--- src/rtl/fft_mult_pkg.sv ---
// Shared constants and types for the FFT twiddle multiplier datapath.
// Booth partial-product geometry plus the negate-correction popcount helper.
package fft_mult_pkg;

    localparam int MUL_IN_W = 16;
    localparam int PP_W     = 32;
    localparam int PP_NUM   = 8;
    localparam int CORR_W   = 4;

    typedef logic [PP_W-1:0] pp_word_t;

    function automatic logic [CORR_W-1:0] popcount_neg(input logic [PP_NUM-1:0] v);
        logic [CORR_W-1:0] c;
        c = '0;
        for (int i = 0; i < PP_NUM; i++) begin
            c = c + CORR_W'(v[i]);
        end
        return c;
    endfunction

endpackage

--- src/rtl/csa_3to2.sv ---
// 3:2 carry-save compressor: three words in, sum and left-shifted carry out.
// Purely combinational; the carry out of the top bit is discarded (modulo 2^WIDTH).
module csa_3to2 #(
    parameter int WIDTH = 32
) (
    input  logic [WIDTH-1:0] i_a,
    input  logic [WIDTH-1:0] i_b,
    input  logic [WIDTH-1:0] i_c,
    output logic [WIDTH-1:0] o_sum,
    output logic [WIDTH-1:0] o_carry
);

    logic [WIDTH-1:0] w_maj;

    assign w_maj   = (i_a & i_b) | (i_a & i_c) | (i_b & i_c);
    assign o_sum   = i_a ^ i_b ^ i_c;
    assign o_carry = {w_maj[WIDTH-2:0], 1'b0};

endmodule

--- src/rtl/booth_pp_compress_pipe.sv ---
// Reduces eight Booth partial products plus negate correction to a 32-bit signed product.
// Latency: 3 cycles (S1 CSA 9->4, S2 CSA 4->2, S3 CPA) with one set per cycle throughput.
// Backpressure: per-stage valid bits, bubbles collapse; in_ready is combinational from v1..v3/out_ready.
module booth_pp_compress_pipe
    import fft_mult_pkg::*;
#(
    parameter int TAG_W = 4
) (
    input  logic              clk,
    input  logic              rst,
    input  logic              in_valid,
    output logic              in_ready,
    input  logic [PP_W-1:0]   pp0,
    input  logic [PP_W-1:0]   pp1,
    input  logic [PP_W-1:0]   pp2,
    input  logic [PP_W-1:0]   pp3,
    input  logic [PP_W-1:0]   pp4,
    input  logic [PP_W-1:0]   pp5,
    input  logic [PP_W-1:0]   pp6,
    input  logic [PP_W-1:0]   pp7,
    input  logic [PP_NUM-1:0] neg,
    input  logic [TAG_W-1:0]  in_tag,
    output logic              out_valid,
    input  logic              out_ready,
    output logic [PP_W-1:0]   product,
    output logic [TAG_W-1:0]  out_tag
);

    pp_word_t w_cw;
    pp_word_t w_l1_s0, w_l1_c0, w_l1_s1, w_l1_c1, w_l1_s2, w_l1_c2;
    pp_word_t w_l2_s0, w_l2_c0, w_l2_s1, w_l2_c1;
    pp_word_t w_s2_s0, w_s2_c0, w_s2_sum, w_s2_carry;

    logic w_s1_ld, w_s2_ld, w_s3_ld;

    logic              r_v1, r_v2, r_v3;
    pp_word_t          r_s1_a, r_s1_b, r_s1_c, r_s1_d;
    logic [TAG_W-1:0]  r_s1_tag;
    pp_word_t          r_s2_sum, r_s2_carry;
    logic [TAG_W-1:0]  r_s2_tag;
    pp_word_t          r_s3_prod;
    logic [TAG_W-1:0]  r_s3_tag;

    // The +1 for every one's-complemented partial product is folded into a single ninth operand.
    assign w_cw = {{(PP_W-CORR_W){1'b0}}, popcount_neg(neg)};

    csa_3to2 #(.WIDTH(PP_W)) u_l1_0 (.i_a(pp0), .i_b(pp1), .i_c(pp2), .o_sum(w_l1_s0), .o_carry(w_l1_c0));
    csa_3to2 #(.WIDTH(PP_W)) u_l1_1 (.i_a(pp3), .i_b(pp4), .i_c(pp5), .o_sum(w_l1_s1), .o_carry(w_l1_c1));
    csa_3to2 #(.WIDTH(PP_W)) u_l1_2 (.i_a(pp6), .i_b(pp7), .i_c(w_cw), .o_sum(w_l1_s2), .o_carry(w_l1_c2));

    csa_3to2 #(.WIDTH(PP_W)) u_l2_0 (.i_a(w_l1_s0), .i_b(w_l1_c0), .i_c(w_l1_s1), .o_sum(w_l2_s0), .o_carry(w_l2_c0));
    csa_3to2 #(.WIDTH(PP_W)) u_l2_1 (.i_a(w_l1_c1), .i_b(w_l1_s2), .i_c(w_l1_c2), .o_sum(w_l2_s1), .o_carry(w_l2_c1));

    csa_3to2 #(.WIDTH(PP_W)) u_s2_0 (.i_a(r_s1_a), .i_b(r_s1_b), .i_c(r_s1_c), .o_sum(w_s2_s0), .o_carry(w_s2_c0));
    csa_3to2 #(.WIDTH(PP_W)) u_s2_1 (.i_a(w_s2_s0), .i_b(w_s2_c0), .i_c(r_s1_d), .o_sum(w_s2_sum), .o_carry(w_s2_carry));

    assign w_s3_ld  = !r_v3 || out_ready;
    assign w_s2_ld  = !r_v2 || w_s3_ld;
    assign w_s1_ld  = !r_v1 || w_s2_ld;
    assign in_ready = w_s1_ld;

    // Valid bits come only from in_valid and each other, never from the data path.
    always_ff @(posedge clk) begin
        if (rst) begin
            r_v1      <= 1'b0;
            r_v2      <= 1'b0;
            r_v3      <= 1'b0;
            r_s3_prod <= '0;
            r_s3_tag  <= '0;
        end else begin
            if (w_s1_ld) r_v1 <= in_valid;
            if (w_s2_ld) r_v2 <= r_v1;
            if (w_s3_ld) r_v3 <= r_v2;
            if (w_s3_ld && r_v2) begin
                r_s3_prod <= r_s2_sum + r_s2_carry;
                r_s3_tag  <= r_s2_tag;
            end
        end
    end

    always_ff @(posedge clk) begin
        if (w_s1_ld && in_valid) begin
            r_s1_a   <= w_l2_s0;
            r_s1_b   <= w_l2_c0;
            r_s1_c   <= w_l2_s1;
            r_s1_d   <= w_l2_c1;
            r_s1_tag <= in_tag;
        end
        if (w_s2_ld && r_v1) begin
            r_s2_sum   <= w_s2_sum;
            r_s2_carry <= w_s2_carry;
            r_s2_tag   <= r_s1_tag;
        end
    end

    assign out_valid = r_v3;
    assign product   = r_s3_prod;
    assign out_tag   = r_s3_tag;

endmodule

--- config.mk ---
export PLATFORM = sky130hd
export DESIGN_NAME = booth_pp_compress_pipe
export DESIGN_NICKNAME = d
export VERILOG_FILES = /design/src/rtl/fft_mult_pkg.sv /design/src/rtl/csa_3to2.sv /design/src/rtl/booth_pp_compress_pipe.sv
export SDC_FILE = /design/constraint.sdc
export NUM_CORES = 1
export LEC_CHECK = 0
export CAP_MARGIN = 20
export CELL_PAD_IN_SITES_DETAIL_PLACEMENT = 1
export CELL_PAD_IN_SITES_GLOBAL_PLACEMENT = 2
export CORE_ASPECT_RATIO = 0.5
export CORE_MARGIN = 10
export CORE_UTILIZATION = 31
export CTS_CLUSTER_DIAMETER = 100
export DETAILED_ROUTE_END_ITERATION = 10
export PLACE_DENSITY_LB_ADDON = 0.1
export SYNTH_ARGS = -nofsm -noshare
export SYNTH_HDL_FRONTEND = slang
export SYNTH_SLANG_ARGS = --single-unit
--- constraint.sdc ---
create_clock -name clk -period 8.6 [get_ports clk]
set_clock_uncertainty 0.2 [all_clocks]
set_input_delay 1.72 -clock clk [delete_from_list [all_inputs] [get_ports clk]]
set_output_delay 1.72 -clock clk [all_outputs]
set_load 0.05 [all_outputs]
==> results.ini, run 1 <==
[critical_path]
start_kind=input pin
path_class=input pin to flip-flop
required_ns=8.66
path_max_fanout=2
cp.arrival_ns=5.60
end_kind=flip-flop

[timing]
relSlewSlack_pct=40.0
finalCritPeriodShare_pct=64.4
grt_setup_unrepaired=false
slew_violations=0
hold_viol=0
fin_crit_ns=5.54
setup_tns_ns=0
tightest_slew_ns=0.900
timing.fmax_mhz=181
setup_viol=0

[floorplanning]
floorplan.initialDensity_pct=31.6
rows=54
core_area_um2=43800
num_io_pins=310
die_h_um=170
die_area_um2=54100
die_w_um=319

[logic_synthesis]
synth.avg_cell_area_um2=13.8
async_flop_share_pct=0
yosysWarnings=0
synth_area_leaders=edfxtp_1 42%, fa_1 27%, dfxtp_1 5.6%
synth_top_area_cell=edfxtp_1
syn_nets=1530
yosys.cell_types.count=49
syn_inst=1006
synth_edf_count=195
yosysTopAreaCellShare_pct=42.3
synth_seq_cells=234
synth_seq_area_share_pct=47.9
synth_area_um2=13900
synth_ff_type=edfxtp_1

[grt]
overflow=0
first_global_vias=9981
grt_usage_pct=12.4
grt_start_max_net_pins=67
antenna_found_initial=0
grt_pass1_wl_mm=54.1

[drt]
via_count=8414
drc=0
drt-initial-drc-count=395
first_pass_iters=4
ant_nets=0
wirelength_mm=33.0
wire_per_inst_um=17.0
viasPerCell=4.34

[pwr]
pwr-share-seq_pct=39.2
power_leakage_uw=0.00746
clock_power_share_pct=27.4
switchingPower_uw=1320
intPower_uw=2860
comb_power_share_pct=33.4
p_per_area_nw_per_um2=225
peakVddDrop_mv=0.121
switching_share_pct=31.7

[flow_run]
drv_cap=0

[layout]
layout.cells.non_filler=1938
n_antenna_cell=0
nets=1856
nFillCells=4513
area_growth_pct=33.8
drive_gt1_share_pct=4.30

[clocking]
ctsRootBufferMaster=clkbuf_16
clk_path_buf_depth=3
h-tree-depth=1
cts_tree=done
post_cts_buffers=0
clk_pin_slew_ns=0.07
clk_latency_ns=0.52
cts_resized=0
cts-hold-fix-buffers=0
cts_buffers=24
numClockSinks=234

[min_path]
worstHoldPathType=flip-flop to flip-flop

[placement]
dp.cells=1894
port-buffer-count=309
hpwlAfterDp_mm=26.7
gp_congestion=0.750

[outcome]
status=finished clean

-- cells in the final DEF, fill, tap and decap left out, types with 12 or more instances in the layout --
cell             count
a21o_1              12
a21oi_1             51
xnor2_1             26
nor2_1              26
fa_1               190
clkdlybuf4s50_1    309
nand2_1             61
ha_1                62
xor2_1              12
dfxtp_1             39
inv_1              208
clkbuf_16           25
edfxtp_1           195
-- state kept, by name, indices dropped and copies added, names as in the netlist --
signal / count
product: 32
r_s1_a: 32
r_s1_c: 32
r_s2_sum: 32
r_s1_b: 31
r_s1_d: 30
r_s2_carry: 30
out_tag: 4
r_s1_tag: 4
r_s2_tag: 4
out_valid: 1
r_v1: 1
r_v2: 1
-- Yosys cell counts (9+ instances only) --
master,instances
edfxtp_1,195
xor2_1,12
o21ai_0,9
ha_1,62
nand2_1,61
clkbuf_1,12
a21oi_1,51
fa_1,190
a21o_1,12
nor2_1,26
inv_1,208
xnor2_1,26
a31oi_1,10
dfxtp_1,39
-- area by class of cell --
class	instances	area, µm²	area share (%)
Timing Repair Buffer	315	3140	16.9
Clock inverter	19	228	1.23
Multi-Input combinational cell	549	6400	34.5
Inverter	208	781	4.21
Clock buffer	25	626	3.37
Sequential cell	234	6640	35.8
Tap cell	588	736	3.97
-- critical path: stages --
cell             delay (ns)
clkdlybuf4s50_1        0.46
inv_1                  0.06
fa_1                   0.54
fa_1                   0.42
fa_1                   0.51
inv_1                  0.05
ha_1                   0.21
fa_1                   0.56
inv_1                  0.05
fa_1                   0.48
inv_1                  0.06
fa_1                   0.47
-- path summary, 6_finish.rpt --
check                             start                        to  slack [ns]  cells after the start
hold reg to reg   r_s1_tag[0]$_DFFE_PP_     r_s2_tag[0]$_DFFE_PP_        0.23                      0
hold / removal    r_s1_tag[0]$_DFFE_PP_     r_s2_tag[0]$_DFFE_PP_        0.23                      0
setup / recovery                 neg[0]       r_s1_c[1]$_DFFE_PP_        3.06                     12
setup reg to reg  r_s2_sum[2]$_DFFE_PP_  product[28]$_SDFFE_PP0P_        5.70                     11
-- kinds of logic (layout without fill, tap and decap cells) --
kind of cell	count (synthesis)	in the layout	synth area share (%)
fa+ha+maj	252	252	33.0
flops	234	234	47.9
buf+inv	223	567	6.11
compound gates	130	130	6.27
simple gates	128	128	4.21
xor+xnor	38	38	2.40
mux	1	1	0.0722
-- metrics by stage --
step | area, µm² | total power (µW) | worst slack [ns] | util, % | hold slack, ns
CTS | 18500 | 4280 | 3.05 | 42.3 | 0.235
global route | 18500 | 4520 | 2.94 | 42.3 | 0.240
detailed placement | 17700 | 3080 | 2.53 | 40.3 | 0.220
finish | 18500 | 4180 | 3.06 | 42.3 | 0.229
floorplan | 13900 | 2540 | 1.17 | - | 0.200
global placement | 17700 | 3070 | 2.62 | 40.3 | 0.209
-- per-layer routing --
layer	GRT usage (%)	wire, µm
met5	0	0
met4	2.06	463
met3	3.05	1570
met2	21.9	16800
met1	15.4	14200
-- power by group through the flow --
stage               registers [µW]  clock network [µW]  logic, µW
finish                        1640                1140       1390
global route                  1670                1240       1610
CTS                           1650                1190       1440
detailed placement            1670                   0       1410
global placement              1660                   0       1400
floorplan                     1700                   0        832
Power figures use the tool's default switching activity.
==> run 2, diff against run 1 <==
==> constraint.sdc (replaced) <==
create_clock -name clk -period 4.7 [get_ports clk]
set_clock_uncertainty 0.2 [all_clocks]
set_input_delay 0.94 -clock clk [delete_from_list [all_inputs] [get_ports clk]]
set_output_delay 0.94 -clock clk [all_outputs]
set_load 0.05 [all_outputs]
==> results.ini, run 2 (synthesis results as in run 1) <==
[outcome]
status=finished clean

[pwr]
p_per_area_nw_per_um2=410  ; +82%
switching_share_pct=31.6  ; -0.059 points
total_power_uw=7620  ; +82%
pwr-share-seq_pct=39.4  ; +0.2 points
power_leakage_uw=0.00748  ; +0.28%
clock_power_share_pct=26.9  ; -0.5 points
intPower_uw=5220  ; +83%
peakVddDrop_mv=0.226  ; +87%
switchingPower_uw=2410  ; +82%
comb_power_share_pct=33.7  ; +0.3 points

[drt]
via_count=8388  ; -0.31%
drt-initial-drc-count=260  ; -34%
drc=0  ; unchanged
viasPerCell=4.33  ; -0.31%
wirelength_mm=33.1  ; about the same
wire_per_inst_um=17.1  ; about the same
ant_nets=0  ; unchanged
first_pass_iters=4  ; unchanged

[floorplanning]
floorplan.initialDensity_pct=31.6  ; unchanged
core_area_um2=43800  ; unchanged
rows=54  ; unchanged
die_w_um=319  ; unchanged
die_h_um=170  ; unchanged
die_area_um2=54100  ; unchanged
num_io_pins=310  ; unchanged

[layout]
nets=1856  ; unchanged
final_cell_mix=308 x clkdlybuf4s50_1, 204 x inv_1, 195 x edfxtp_1
area_growth_pct=34.1
n_antenna_cell=0  ; unchanged
drive_gt1_share_pct=4.74  ; +0.44 points
nFillCells=4540  ; +0.60%
fin_area_um2=18600  ; +0.21%
final_common_cell=clkdlybuf4s50_1
finish.utilization_pct=42.4  ; +0.089 points

[clocking]
cts_tree=done
clk_path_buf_depth=3  ; unchanged
numClockSinks=234  ; unchanged
cts-hold-fix-buffers=0  ; unchanged
cts_buffers=24  ; unchanged
clk_latency_ns=0.53  ; about the same
clk_pin_slew_ns=0.07  ; about the same
ctsRootBufferMaster=clkbuf_16
h-tree-depth=1  ; unchanged

[grt]
use_met2_pct=22.0  ; +0.14 points
grt-busiest-layer=met2
use_met1_pct=15.5  ; +0.067 points
overflow=0  ; unchanged
grt_start_max_net_pins=67  ; unchanged
first_global_vias=9891  ; -0.90%
grt_pass1_wl_mm=53.9  ; -0.41%
use_met3_pct=2.74  ; -0.31 points
grt_usage_pct=12.3  ; about the same
antenna_found_initial=0  ; unchanged

[critical_path]
path_max_fanout=2  ; unchanged
end_kind=flip-flop
rr_startpoint=r_s2_carry[2]$_DFFE_PP_
r2r_cells=11  ; unchanged
required_ns=4.77  ; -3.89 ns
crit_start=neg[1]
timing.rr.end=product[24]$_SDFFE_PP0P_
r2r_setup_slack_ns=1.80  ; -3.90 ns
cp.arrival_ns=4.71  ; -0.89 ns
start_kind=input pin
path_class=input pin to flip-flop
critPathCapture=r_s1_c[1]$_DFFE_PP_

[placement]
hpwlAfterDp_mm=27.0  ; +1.0%
placed_area_um2=17700  ; +0.14%
port-buffer-count=309  ; unchanged
gp_congestion=0.756  ; +0.81%

[timing]
fin_crit_ns=4.64
timing.fmax_mhz=216
relSlewSlack_pct=40.4  ; +0.40 points
hold_viol=0  ; unchanged
grt_setup_unrepaired=false
setup_viol=0  ; unchanged
slew_violations=0  ; unchanged
tightest_slew_ns=0.894  ; -0.00598 ns
finalCritPeriodShare_pct=98.7

[min_path]
worstHoldPathType=flip-flop to flip-flop

[flow_run]
drv_cap=0  ; unchanged

==> run 2: cell types whose count changed in the layout (fill, tap and decap cells not counted), sizes merged <==
cell / delta
clkbuf: +9
clkinv: -4
dlymetal6s2s: +1
bufinv: -2
clkinvlp: -3
clkdlybuf4s50: -1
==> run 2: what timing repair did <==
action	CTS	global route
gates resized for setup	4	4
buffers inserted	0	0
pin swaps	5	4
endpoints found under the setup margin	2	4
==> run 2: cell type report <==
cell class,count,area (µm²),share of cell area [%]
timing repair buffer,315,3170,17.0
sequential,234,6640,35.7
tap,588,736,3.96
multi-input combinational,549,6420,34.5
clock inverter,10,140,0.754
clock buffer,34,709,3.82
inverter,208,781,4.20
==> run 2: worst min path at each step <==
| stage | start | slack [ns] | cells after the start | endpoint |
|---|---|---|---|---|
| final | r_s1_tag[3]$_DFFE_PP_ | 0.22 | 0 | r_s2_tag[3]$_DFFE_PP_ |
| after global routing | r_s1_tag[3]$_DFFE_PP_ | 0.24 | 0 | r_s2_tag[3]$_DFFE_PP_ |
| after CTS | r_s1_tag[3]$_DFFE_PP_ | 0.22 | 0 | r_s2_tag[3]$_DFFE_PP_ |
| after detailed placement | r_s1_tag[3]$_DFFE_PP_ | 0.21 | 0 | r_s2_tag[3]$_DFFE_PP_ |
| after global placement | r_s1_tag[3]$_DFFE_PP_ | 0.21 | 0 | r_s2_tag[3]$_DFFE_PP_ |
| after floorplan | r_s1_tag[0]$_DFFE_PP_ | 0.20 | 0 | r_s2_tag[0]$_DFFE_PP_ |
==> run 2: worst max-delay path: stages <==
cell	delay, ns
clkdlybuf4s50_1	0.46
inv_1	0.06
fa_1	0.52
fa_1	0.44
fa_1	0.52
inv_2	0.05
ha_4	0.16
fa_2	0.54
inv_2	0.04
fa_1	0.48
inv_2	0.04
fa_1	0.46
==> run 2: per-stage QoR <==
step,setup TNS (ns),worst slack [ns],hold WS (ns),cells
2_1_floorplan,0,0.0636,0.200,1006
3_5_place_dp,-2.92,-0.607,0.207,1894
5_1_grt,0,0.00184,0.236,1938
6_report,0,0.0610,0.221,1938
4_1_cts,0,0.0125,0.223,1938
3_3_place_gp,-2.47,-0.510,0.205,1894
==> run 2: layer usage <==
layer	vias up	wire [µm]
met1	4261	14300
met2	147	16900
met5	-	0
met4	0	419
li1	3952	-
met3	28	1430
==> run 2: power by group through the flow <==
stage	Sequential (µW)	Combinational [µW]	Clock (µW)
after floorplan	3110	1520	0
after global placement	3050	2560	0
after detailed placement	3050	2590	0
after CTS	3010	2650	2130
after global routing	3050	2950	2210
final	3000	2570	2050
==> run 3, diff against run 2 <==
--- a/config.mk
+++ b/config.mk
@@ -5,7 +5,6 @@
 export SDC_FILE = /design/constraint.sdc
 export NUM_CORES = 1
 export LEC_CHECK = 0
-export CAP_MARGIN = 20
 export CELL_PAD_IN_SITES_DETAIL_PLACEMENT = 1
 export CELL_PAD_IN_SITES_GLOBAL_PLACEMENT = 2
 export CORE_ASPECT_RATIO = 0.5
==> results of run 3 <==
The final DEF is identical to that of run 2; final timing and power are the same.
